`src/rtl/mesi_l1_req_fsm.sv`:
```
// rtl/mesi_l1_req_fsm.sv - MESI L1 request FSM with line-state array and incoming-snoop handling
// Optional feature macro: SNP_TIMEOUT_EN (adds SNP_WAIT timeout reported through done_err_o).
module mesi_l1_req_fsm #(
   parameter int IDX_W   = 4,
   parameter int SNP_TMO = 64
) (
   input  logic             clk_i,
   input  logic             rst_n_i,
   // CPU request
   input  logic             req_valid_i,
   output logic             req_ready_o,
   input  logic             req_wr_i,
   input  logic [IDX_W-1:0] req_idx_i,
   // completion
   output logic             done_o,
   output logic [2:0]       done_st_o,
   output logic             done_err_o,
   // outgoing bus snoop request / response
   output logic             snp_req_valid_o,
   input  logic             snp_req_ready_i,
   output logic [2:0]       snp_req_o,
   input  logic             snp_rsp_valid_i,
   input  logic [1:0]       snp_rsp_i,
   // incoming snoop from another cache
   input  logic             ext_valid_i,
   input  logic [2:0]       ext_code_i,
   input  logic [IDX_W-1:0] ext_idx_i,
   output logic             ext_hitm_o
);

   // MESI line states
   localparam logic [2:0] INVALID   = 3'd0;
   localparam logic [2:0] SHARED    = 3'd1;
   localparam logic [2:0] EXCLUSIVE = 3'd2;
   localparam logic [2:0] MODIFIED  = 3'd3;

   // snoop request codes
   localparam logic [2:0] SNP_NO_REQ = 3'd0;
   localparam logic [2:0] SNP_RD     = 3'd1;
   localparam logic [2:0] SNP_RWITM  = 3'd2;
   localparam logic [2:0] SNP_INV    = 3'd3;

   // snoop response codes; the other two encodings are ignored
   localparam logic [1:0] SNP_FOUND = 2'd1;
   localparam logic [1:0] SNP_FETCH = 2'd2;

   localparam int NLINES = 1 << IDX_W;

   // a zero timeout would make SNP_WAIT expire before it is entered
   if (SNP_TMO < 1) begin : g_bad_tmo
      $error("SNP_TMO must be at least 1");
   end

   typedef enum logic [2:0] {
      IDLE     = 3'd0,
      LOOKUP   = 3'd1,
      SNP_REQ  = 3'd2,
      SNP_WAIT = 3'd3,
      UPDATE   = 3'd4
   } fsm_e;

   fsm_e             state_q, state_d;
   logic             wr_q, wr_d;
   logic [IDX_W-1:0] idx_q, idx_d;
   logic [2:0]       code_q, code_d;
   logic [2:0]       new_st_q, new_st_d;
   logic             we_q, we_d;
   logic             err_q, err_d;

   logic [2:0]       lines_q [NLINES];
   logic             ext_hitm_q, ext_hitm_d;

   logic [2:0]       cur_st;
   logic             lookup_hit;
   logic [2:0]       miss_code;
   logic             rsp_ok;
   logic [2:0]       fill_st;
   logic [2:0]       ext_cur_st;
   logic [2:0]       ext_next_st;
   logic             ext_code_ok;
   logic             tmo_hit;

   // registered array value of the latched line; no bypass of same-cycle snoops
   assign cur_st = lines_q[idx_q];

   // hit: any valid state for reads, owned (E/M) state for writes
   assign lookup_hit = wr_q ? ((cur_st == EXCLUSIVE) || (cur_st == MODIFIED))
                            : (cur_st != INVALID);

   // write to a SHARED line only needs to invalidate other copies
   assign miss_code = !wr_q              ? SNP_RD  :
                      (cur_st == SHARED) ? SNP_INV : SNP_RWITM;

   assign rsp_ok = snp_rsp_valid_i &&
                   ((snp_rsp_i == SNP_FOUND) || (snp_rsp_i == SNP_FETCH));

   // reads fill SHARED when another cache holds the line; writes always end MODIFIED
   assign fill_st = (code_q != SNP_RD)       ? MODIFIED :
                    (snp_rsp_i == SNP_FOUND) ? SHARED   : EXCLUSIVE;

`ifdef SNP_TIMEOUT_EN
   localparam int TMO_W = (SNP_TMO > 1) ? $clog2(SNP_TMO) : 1;

   logic [TMO_W-1:0] tmo_cnt_q, tmo_cnt_d;

   assign tmo_hit = (state_q == SNP_WAIT) && (tmo_cnt_q == TMO_W'(SNP_TMO - 1));

   // timeout counter: zeroed while requesting, counts each cycle spent waiting
   always_comb begin
      tmo_cnt_d = tmo_cnt_q;
      if (state_q == SNP_REQ) begin
         tmo_cnt_d = '0;
      end else if ((state_q == SNP_WAIT) && !tmo_hit) begin
         tmo_cnt_d = tmo_cnt_q + 1'b1;
      end
   end

   // timeout counter register
   always_ff @(posedge clk_i or negedge rst_n_i) begin
      if (!rst_n_i) begin
         tmo_cnt_q <= '0;
      end else begin
         tmo_cnt_q <= tmo_cnt_d;
      end
   end
`else
   assign tmo_hit = 1'b0;
`endif

   // FSM state and transaction context registers
   always_ff @(posedge clk_i or negedge rst_n_i) begin
      if (!rst_n_i) begin
         state_q  <= IDLE;
         wr_q     <= 1'b0;
         idx_q    <= '0;
         code_q   <= SNP_NO_REQ;
         new_st_q <= INVALID;
         we_q     <= 1'b0;
         err_q    <= 1'b0;
      end else begin
         state_q  <= state_d;
         wr_q     <= wr_d;
         idx_q    <= idx_d;
         code_q   <= code_d;
         new_st_q <= new_st_d;
         we_q     <= we_d;
         err_q    <= err_d;
      end
   end

   // next-state and transaction context update
   always_comb begin
      state_d  = state_q;
      wr_d     = wr_q;
      idx_d    = idx_q;
      code_d   = code_q;
      new_st_d = new_st_q;
      we_d     = we_q;
      err_d    = err_q;
      unique case (state_q)
         IDLE: begin
            if (req_valid_i) begin
               wr_d    = req_wr_i;
               idx_d   = req_idx_i;
               we_d    = 1'b0;
               err_d   = 1'b0;
               state_d = LOOKUP;
            end
         end
         LOOKUP: begin
            if (lookup_hit) begin
               new_st_d = wr_q ? MODIFIED : cur_st;
               we_d     = 1'b1;
               state_d  = UPDATE;
            end else begin
               code_d  = miss_code;
               state_d = SNP_REQ;
            end
         end
         SNP_REQ: begin
            if (snp_req_ready_i) begin
               state_d = SNP_WAIT;
            end
         end
         SNP_WAIT: begin
            if (rsp_ok) begin
               new_st_d = fill_st;
               we_d     = 1'b1;
               state_d  = UPDATE;
            end else if (tmo_hit) begin
               // give up: leave the line untouched and report the error
               we_d    = 1'b0;
               err_d   = 1'b1;
               state_d = UPDATE;
            end
         end
         UPDATE: begin
            state_d = IDLE;
         end
         default: begin
            state_d = IDLE;
         end
      endcase
   end

   // FSM-driven outputs
   always_comb begin
      req_ready_o     = (state_q == IDLE);
      snp_req_valid_o = (state_q == SNP_REQ);
      snp_req_o       = (state_q == SNP_REQ) ? code_q : SNP_NO_REQ;
      done_o          = (state_q == UPDATE);
      done_st_o       = INVALID;
      if (state_q == UPDATE) begin
         done_st_o = err_q ? cur_st : new_st_q;
      end
`ifdef SNP_TIMEOUT_EN
      done_err_o = (state_q == UPDATE) && err_q;
`else
      done_err_o = 1'b0;
`endif
   end

   // incoming snoop: downgrade or invalidate the addressed line
   assign ext_cur_st  = lines_q[ext_idx_i];
   assign ext_code_ok = (ext_code_i == SNP_RD) || (ext_code_i == SNP_RWITM) ||
                        (ext_code_i == SNP_INV);

   // next line state under an incoming snoop
   always_comb begin
      ext_next_st = ext_cur_st;
      case (ext_code_i)
         SNP_RD: begin
            if ((ext_cur_st == MODIFIED) || (ext_cur_st == EXCLUSIVE)) begin
               ext_next_st = SHARED;
            end
         end
         SNP_RWITM, SNP_INV: begin
            ext_next_st = INVALID;
         end
         default: begin
            ext_next_st = ext_cur_st;
         end
      endcase
   end

   assign ext_hitm_d = ext_valid_i && ext_code_ok && (ext_cur_st == MODIFIED);

   // line-state array; the UPDATE write is last so it wins on an index collision
   always_ff @(posedge clk_i or negedge rst_n_i) begin
      if (!rst_n_i) begin
         for (int i = 0; i < NLINES; i++) begin
            lines_q[i] <= INVALID;
         end
      end else begin
         if (ext_valid_i) begin
            lines_q[ext_idx_i] <= ext_next_st;
         end
         if ((state_q == UPDATE) && we_q) begin
            lines_q[idx_q] <= new_st_q;
         end
      end
   end

   // writeback-needed pulse, one cycle after the snoop that hit a MODIFIED line
   always_ff @(posedge clk_i or negedge rst_n_i) begin
      if (!rst_n_i) begin
         ext_hitm_q <= 1'b0;
      end else begin
         ext_hitm_q <= ext_hitm_d;
      end
   end

   assign ext_hitm_o = ext_hitm_q;

endmodule
```
`config.mk`:
```
export PLATFORM = sky130hd
export DESIGN_NAME = mesi_l1_req_fsm
export DESIGN_NICKNAME = d
export VERILOG_FILES = /design/src/rtl/mesi_l1_req_fsm.sv
export SDC_FILE = /design/constraint.sdc
export NUM_CORES = 1
export LEC_CHECK = 0
export ABC_AREA = 0
export CORE_MARGIN = 1.5
export CORE_UTILIZATION = 40
export CTS_BUF_LIST = sky130_fd_sc_hd__clkbuf_8
export CTS_CLUSTER_SIZE = 8
export DETAILED_ROUTE_END_ITERATION = 7
export GPL_TIMING_DRIVEN = 0
export PLACE_DENSITY_LB_ADDON = 0.2
export SYNTH_ARGS = -nofsm -noshare
export SYNTH_HDL_FRONTEND = slang
export SYNTH_SLANG_ARGS = --single-unit
export TNS_END_PERCENT = 50
```
`constraint.sdc`:
```
create_clock -name clk_i -period 2.9 [get_ports clk_i]
set_clock_uncertainty 0.1 [all_clocks]
set_input_delay 0.725 -clock clk_i [delete_from_list [all_inputs] [get_ports clk_i]]
set_output_delay 0.725 -clock clk_i [all_outputs]
set_load 0.01 [all_outputs]
```
## After elaboration in Yosys (flattened, before gate mapping)

Cells that the tools add are included.

- Output and inout bits: 11
- Input port bits: 20
- Bits in registers: 64

- Bitwise logic cells: 3
- Reductions and logical operators: 21
- Magnitude comparators: 4
- Eq/ne operators: 19
- Multiplexer cells: 36

Operators with widths:

| kind | count |
|---|---|
| $bwmux W48 | 2 |
| $mux W48 | 2 |
| $mux W3 | 16 |
| $bmux W3 S4 | 2 |
| $demux W3 S4 | 2 |
| $eq A3 B2 Y1 const B | 8 |
| $pmux W3 S2 | 2 |
| $pmux W3 S4 | 1 |
| $ge A5 B5 Y1 const B | 2 |
| $lt A5 B1 Y1 const B | 2 |
| $not A4 Y5 | 2 |
| $eq A3 B1 Y1 const B | 3 |
| $logic_and A1 B1 Y1 | 6 |
| $mux W2 | 3 |
| $ne A2 B2 Y1 const B | 3 |
| $reduce_and A3 Y1 | 2 |
| $reduce_bool A3 Y1 | 2 |
| $logic_or A1 B1 Y1 | 5 |
| $mux W1 | 5 |
| $reduce_and A2 Y1 | 2 |
| $reduce_and A4 Y1 | 1 |
| $eq A3 B3 Y1 const B | 1 |
| $logic_not A3 Y1 | 1 |
| $ne A3 B1 Y1 const B | 1 |
| 7 further kinds | 7 |

## Logic depth before layout (Yosys ltp)

Gate-level depths: netlist of run 1.

- Depth in word-level cells: 12
- Depth in mapped cells: 10

## Worst setup path after synthesis of run 1

No wires, ideal clock.

- Kind: input to register
- Start point: in ext_idx_i[0]
- End point: reg lines_q[1] (netlist bit)
- Arrival: 2497 ps
- Stages on the path: 8
- Slack: 238 ps
- Path buffers: 2
- Cells stage by stage: buf_6 -> buf_12 -> mux2i_1 -> mux4_2 -> and3_4 -> or3_4 -> o311ai_1 -> o21a_1

- Cells in the longest elaborated chain, start to end: 12

Ends and longest elaborated chain:

| what | RTL line | RTL |
|---|---|---|
| from (decl) | 27 | `input logic [IDX_W-1:0] ext_idx_i,` |
| $not A4 Y5 (not written as such) (*) | 224, 256 |  |
| $bmux W3 S4 | 224 | `assign ext_cur_st = lines_q[ext_idx_i];` |
| $mux W3 (not written as such) (2 in a row) | 224 |  |
| $eq A3 B2 Y1 | 233 | `if ((ext_cur_st == MODIFIED) \|\| (ext_cur_st == EXCLUSIVE)) begin` |
| $logic_or A1 B1 Y1 | 233 |  |
| $mux W3 | 233 |  |
| $pmux W3 S2 | 231 | `case (ext_code_i)` |
| $bwmux W48 (*) | 256 | `lines_q[ext_idx_i] <= ext_next_st;` |
| $mux W48 (*) | 255 | `if (ext_valid_i) begin` |
| $bwmux W48 | 259 | `lines_q[idx_q] <= new_st_q;` |
| $mux W48 (*) | 258 | `if ((state_q == UPDATE) && we_q) begin` |
| to (signal, indexed assignment) | 256 |  |
| to (signal, indexed assignment) | 259 |  |
| to (decl) | 70 | `logic [2:0] lines_q [NLINES];` |

Mark *: on every way between the ends. The rest lies on a longest branch, timed or not. The select of a mux whose other input is x is not followed.
A chain may end at the register's enable or synchronous reset.

## Final worst setup path of run 1

- Start point: in ext_idx_i[2]
- End point: reg lines_q[20] (netlist bit)

The elaborated chain is that of the path after synthesis.

==> summary.txt, run 1 <==
Clocking
  • Skew-Pair Late Insertion Delay: 0.35 ns
  • Max clock buf depth: 2
  • CTS root buffer: clkbuf_8
  • Number of H-tree levels: 3
  • CTS buffer count: 9
  • Sink Count: 63
  • Reg clk slew, reported paths: 0.07 ns
  • TritonCTS clock tree: built

Global routing
  • Total track usage: 0.242
  • Vias in the first global route: 3621
  • Initial antenna violation count: 0
  • Global-route wire length before repair: 20.4 mm
  • Largest net degree at the start of global routing: 64
  • Congestion Overflow GR: 0

Min path
  • Hold crit path type: in -> async

Final layout
  • Area growth syn-to-layout: 15.9%
  • Layout cell share with drive strength beyond 1: 0.137
  • Most frequent cells in the layout: dfrtp_1 (63), nand2_1 (53), nor2_1 (37), mux2i_1 (28), clkdlybuf4s50_1 (25)
  • Filler Cell Count: 1001
  • Antenna Cells: 0
  • Nets: 506
  • Commonest non-fill, non-tap cell in the layout: dfrtp_1
  • Final instance area: 4910 um^2

Place
  • Placed Area: 4680 um^2
  • Hpwl dp: 9.29 mm
  • Pre-CTS setup slack: -0.766 ns
  • GP Congestion: 0.913
  • # port buffers: 27

Die
  • Starting density of the core: 0.411
  • Die height: 106 um
  • I/O pins: 31
  • Die width: 106 um
  • # rows: 37
  • Die area: 11200 um^2
  • Core Box Area: 10300 um^2

Pwr
  • Leakage: 2.04 nW
  • Pint: 2.64 mW
  • Worst vdd ir: 0.368 mV
  • Sw frac: 0.425
  • Final total power: 4.60 mW
  • Flop pwr share: 0.349
  • Pwr Density: 936 nW/um^2
  • Logic pwr share: 0.501
  • Psw: 1.95 mW
  • Clock power frac: 0.150

Synth
  • Synth Instances: 443
  • Synth async-reset ratio: 1.00
  • Yosys warns: 0
  • Synthesized flop and latch total: 63
  • Seq/Total Area, Yosys: 0.372
  • Number of synthesized flops with an enable pin: 0
  • Mapped cell area: 4240 um^2
  • Yosys cell types: 54
  • Synth Area per Inst: 9.57 um^2
  • Top_reg_cell synth: dfrtp_1

Critical path
  • Critical path fanouts, max: 10
  • Crit path DAT: 3.02 ns
  • R2r worst-path depth: 8
  • Crit Path Category: in -> reg
  • Worst path required time: 3.07 ns
  • R2R Setup Slk: 0.13 ns
  • Critical path endpoint category: register
  • RR Endpoint: new_st_q[1]$_DFFE_PN0P_
  • Critical path launch point type: input pin
  • R2R Path Start: idx_q[0]$_DFFE_PN0P_

Detailed routing
  • Drt pass-1 iters: 5
  • Total vias in the final route: 3859
  • Remaining DRCs: 0
  • Vias per Instance: 6.18
  • Mean routed wirelength per cell: 21.0 um
  • Initial drt markers: 325
  • Routed WL: 13.1 mm
  • Detail Route Antenna Nets: 0

Run
  • Max-cap violations: 0

Timing
  • Slew Viols, Final: 0
  • Hold Fails Final Rpt: 0
  • Final setup viols: 0
  • Fin crit share: 0.984
  • RSZ-0062 raised after global routing: yes
  • Hold_ws: 0.367 ns
  • Min Tclk post-route: 2.85 ns
  • PnR worst setup slack: 0.0478 ns
  • Max_slew headroom: 0.238
  • Least-Margin Pin Slew: 1.13 ns
  • Fmax: 351 MHz

Status
  • Status: finished clean
[worst max-delay path, cell delays in order]
cell	delay, ns
clkdlybuf4s50_1	0.56
mux4_2	0.57
or2_2	0.34
a21oi_4	0.31
buf_4	0.26
mux2i_1	0.09
a21oi_1	0.17
[final cells by class]
type / instances / area, um^2 / share of cell area
Clock inverter: 3 / 12.5 / 0.00255
Timing Repair Buffer: 31 / 297 / 0.0603
Multi-Input combinational cell: 342 / 2480 / 0.506
Buffer: 29 / 189 / 0.0384
Clock buffer: 11 / 151 / 0.0308
Sequential cell: 63 / 1580 / 0.321
Inverter: 9 / 33.8 / 0.00687
Tap cell: 136 / 170 / 0.0346
[registers in the layout (all words and copies together) (netlist names)]
register,count
ext_hitm_o,1
wr_q,1
state_q,3
idx_q,4
lines_q,48
we_q,1
new_st_q,3
code_q,2
[kinds of logic (layout without fill, tap and decap cells)]
| logic type | Yosys count | in the layout | synth area share |
|---|---|---|---|
| AOI/OAI and AO/OA | 100 | 100 | 0.156 |
| buffers and inverters | 39 | 83 | 0.0472 |
| muxes | 55 | 55 | 0.200 |
| adders and majority gates | 1 | 1 | 0.00295 |
| other | 1 | 2 | 0.000884 |
| DFF | 63 | 63 | 0.372 |
| and+or+nand+nor | 184 | 184 | 0.221 |
[stage by stage]
step / utilization / setup TNS, ns / cells
2_1_floorplan: - / 0 / 444
3_3_place_gp: 0.454 / -106.84 / 607
3_5_place_dp: 0.454 / -25.42 / 607
4_1_cts: 0.471 / 0 / 621
5_1_grt: 0.476 / -0.0914 / 624
6_report: 0.476 / 0 / 624
[synth_stat cells, types with 3 or more instances]
| cell | n | share of area |
|---|---|---|
| buf_4 | 4 | 0.0071 |
| and3_1 | 8 | 0.012 |
| a22oi_1 | 9 | 0.016 |
| mux2i_1 | 28 | 0.066 |
| a31oi_1 | 4 | 0.0059 |
| mux2_2 | 6 | 0.016 |
| nor2_1 | 37 | 0.033 |
| nand3_1 | 23 | 0.027 |
| dfrtp_1 | 63 | 0.37 |
| o21ai_0 | 22 | 0.026 |
| clkbuf_1 | 13 | 0.012 |
| a21oi_1 | 23 | 0.027 |
| o311ai_1 | 3 | 0.0062 |
| nand2b_1 | 6 | 0.0089 |
| nor2b_1 | 12 | 0.018 |
| and2_1 | 15 | 0.022 |
| o31ai_1 | 13 | 0.023 |
| o21a_1 | 3 | 0.0053 |
| buf_2 | 6 | 0.0071 |
| a221oi_1 | 9 | 0.019 |
| mux4_2 | 14 | 0.074 |
| mux4_1 | 7 | 0.043 |
| inv_1 | 8 | 0.0071 |
| buf_1 | 4 | 0.0035 |
| o211ai_1 | 5 | 0.0089 |
| nor3_1 | 6 | 0.0071 |
| nand4_1 | 5 | 0.0074 |
| nand2_1 | 53 | 0.047 |
[worst max-delay path by stage]
stage	from	to	slack (ns)	depth (start not counted)
final	ext_idx_i[2]	lines_q[20]$_DFF_PN0_	0.05	7
after global routing	ext_idx_i[2]	lines_q[30]$_DFF_PN0_	-0.04	9
after CTS	state_q[1]$_DFFE_PN0P_	snp_req_o[0]	0.03	5
after detailed placement	ext_idx_i[1]	lines_q[15]$_DFF_PN0_	-0.77	9
after global placement	rst_n_i	state_q[0]$_DFFE_PN0P_	-1.31	1
after floorplan	ext_idx_i[0]	lines_q[1]$_DFF_PN0_	0.24	8
[routing by layer]
layer  global-route usage  up-vias  share of wire
met3               0.0576       35          0.092
met5                    0        -              0
met2                0.369      201           0.45
li1                     -     1726              -
met1                0.334     1897           0.43
met4               0.0898        0          0.033
[timing repair]
| item | in CTS | in global routing |
|---|---|---|
| setup endpoints to repair | 46 | 28 |
| hold endpoints to repair | 0 | 0 |
| pin swaps | 0 | 3 |
| setup buffers | 1 | 3 |
| hold buffers | 0 | 0 |
| gates resized for setup | 8 | 11 |
[power groups by stage]
stage / clock (mW) / sequential [mW] / combinational [mW]
after floorplan: 0 / 1.47 / 1.59
after global placement: 0 / 1.57 / 2.19
after detailed placement: 0 / 1.59 / 2.22
after CTS: 0.698 / 1.59 / 2.23
after global routing: 0.736 / 1.64 / 2.49
final: 0.691 / 1.61 / 2.30
(Power assumes the default switching activity.)
==> inputs of run 2 (changes only) <==
- ABC_AREA: 0 -> unset
==> results of run 2 <==
Same layout as run 1: the final DEF is identical, and so are final timing and power.
==> inputs of run 3 (changes only) <==
- CTS_BUF_LIST: sky130_fd_sc_hd__clkbuf_8 -> sky130_fd_sc_hd__clkbuf_4 sky130_fd_sc_hd__clkbuf_8 sky130_fd_sc_hd__clkbuf_16
==> run 3 against run 2 <==
Compared with the run above:
- sequential cell count stayed put
- sequential share of layout area about the same
- first-iteration DRC count decreased by 1.5%
- clock power grew 3%
- hold slack better by 0.0072 ns
- clock-buffer cell count grew 2
- critical path type unchanged
- critical endpoint unchanged
==> summary.txt, run 3 (synthesized netlist as in run 1, its figures left out) <==
Detailed routing
  • Vias per Instance: 6.17
  • Routed WL: 13.2 mm
  • Remaining DRCs: 0
  • Drt pass-1 iters: 7
  • Detail Route Antenna Nets: 0
  • Initial drt markers: 320
  • Total vias in the final route: 3850
  • Mean routed wirelength per cell: 21.1 um

Die
  • Die width: 106 um
  • # rows: 37
  • I/O pins: 31
  • Starting density of the core: 0.411
  • Die area: 11200 um^2
  • Die height: 106 um
  • Core Box Area: 10300 um^2

Place
  • Hpwl dp: 9.29 mm
  • GP Congestion: 0.913
  • Pre-CTS setup slack: -0.766 ns
  • Post-placement cell count: 607
  • # port buffers: 27

Clocking
  • CTS root buffer: clkbuf_8
  • CTS buffer count: 9
  • TritonCTS clock tree: built
  • Reg clk slew, reported paths: 0.07 ns
  • Sink Count: 63
  • Number of H-tree levels: 3
  • Max clock buf depth: 2
  • Post-CTS Hold Buffers: 0
  • Skew-Pair Late Insertion Delay: 0.35 ns

Global routing
  • Global-route wire length before repair: 20.4 mm
  • Total track usage: 0.242
  • Initial antenna violation count: 0
  • Congestion Overflow GR: 0
  • Vias in the first global route: 3611
  • Largest net degree at the start of global routing: 64

Critical path
  • R2R Path Start: idx_q[0]$_DFFE_PN0P_
  • Max incr delay on CP: 0.57 ns
  • Worst setup path end: lines_q[20]$_DFF_PN0_
  • Crit. Startpoint: ext_idx_i[2]
  • Crit Path Category: in -> reg
  • RR Endpoint: new_st_q[1]$_DFFE_PN0P_
  • Critical path launch point type: input pin
  • Worst path required time: 3.07 ns
  • Critical Path Slowest Stage Cell: mux4_2
  • CP Cell Sequence: clkdlybuf4s50_1 -> mux4_2 -> or2_2 -> a21oi_4 -> buf_4 -> mux2i_1 -> a21oi_1
  • Critical path endpoint category: register
  • Crit path DAT: 3.02 ns
  • Critical path fanouts, max: 10
  • R2R Setup Slk: 0.12 ns
  • R2r worst-path depth: 8

Final layout
  • Final non-filler cell total: 624
  • Antenna Cells: 0
  • Area growth syn-to-layout: 16.1%
  • Max reg flops: 48
  • Multi-input gate area: 2480 um^2
  • Top Registers: lines_q x48, idx_q x4
  • Layout cell share with drive strength beyond 1: 0.141
  • Nets: 506
  • Register Area: 1580 um^2
  • Filler Cell Count: 1000
  • Most frequent cells in the layout: dfrtp_1 (63), nand2_1 (53), nor2_1 (37), mux2i_1 (28), clkdlybuf4s50_1 (25)
  • Commonest non-fill, non-tap cell in the layout: dfrtp_1
  • Top reg by flops: lines_q

Timing
  • Hold_ws: 0.374 ns
  • Max_slew headroom: 0.238
  • Fin crit share: 0.983
  • Final setup viols: 0
  • Slew Viols, Final: 0
  • Min Tclk post-route: 2.85 ns
  • Fmax: 351 MHz
  • Hold Fails Final Rpt: 0
  • Setup TNS: 0 ns
  • PnR worst setup slack: 0.0500 ns
  • Least-Margin Pin Slew: 1.13 ns
  • RSZ-0062 raised after global routing: yes

Status
  • Status: finished clean

Pwr
  • Worst vdd ir: 0.368 mV
  • Leakage: 2.04 nW
  • Final total power: 4.63 mW
  • Pwr Density: 940 nW/um^2

Min path
  • Hold crit path type: in -> async

Run
  • Max-cap violations: 0
## run 3: power breakdown
| group | internal (mW) | total [mW] | switching (mW) | leakage [nW] |
|---|---|---|---|---|
| Clock | 0.366 | 0.710 | 0.345 | 0.0922 |
| Combinational | 1.04 | 2.31 | 1.27 | 1.16 |
| Sequential | 1.27 | 1.61 | 0.343 | 0.792 |
| Total | 2.67 | 4.63 | 1.96 | 2.04 |
## run 3: area by class of cell
cell class                 instances  area share
sequential                        63       0.320
tap                              136      0.0346
clock buffer                      13      0.0338
clock inverter                     1     0.00102
inverter                           9     0.00686
buffer                            29      0.0384
timing repair buffer              31      0.0602
multi-input combinational        342       0.505
## run 3: worst min-delay path by stage
| stage | cells after the start | to | startpoint |
|---|---|---|---|
| floorplan | 0 | code_q[0]$_DFFE_PN0P_ | rst_n_i |
| global placement | 2 | lines_q[27]$_DFF_PN0_ | lines_q[27]$_DFF_PN0_ |
| detailed placement | 2 | lines_q[27]$_DFF_PN0_ | lines_q[27]$_DFF_PN0_ |
| CTS | 1 | ext_hitm_o$_DFF_PN0_ | rst_n_i |
| global route | 1 | ext_hitm_o$_DFF_PN0_ | rst_n_i |
| finish | 1 | ext_hitm_o$_DFF_PN0_ | rst_n_i |
## run 3: per-stage QoR
stage	cell area, um^2	utilization
floorplan	4240	-
global placement	4680	0.454
detailed placement	4680	0.454
CTS	4870	0.472
global route	4920	0.477
finish	4920	0.477
## run 3: worst max-delay path: cells and delay by family
family | cells | cell delay [ns]
AND/OR/NAND/NOR | 1 | 0.34
buffers and inverters | 2 | 0.81
AO/OA/AOI/OAI | 2 | 0.48
multiplexers | 2 | 0.66
## run 3: repair_timing
item,CTS,global route
pin swaps,0,3
resized for setup,8,11
setup buffers,1,3
cloned,0,0
setup endpoints to repair,46,28
hold endpoints to repair,0,0
## run 3: per-layer routing
metal	part of all wire	global-route usage
met4	0.032	0.0878
met5	0	0
met3	0.098	0.0576
met2	0.45	0.370
met1	0.42	0.334
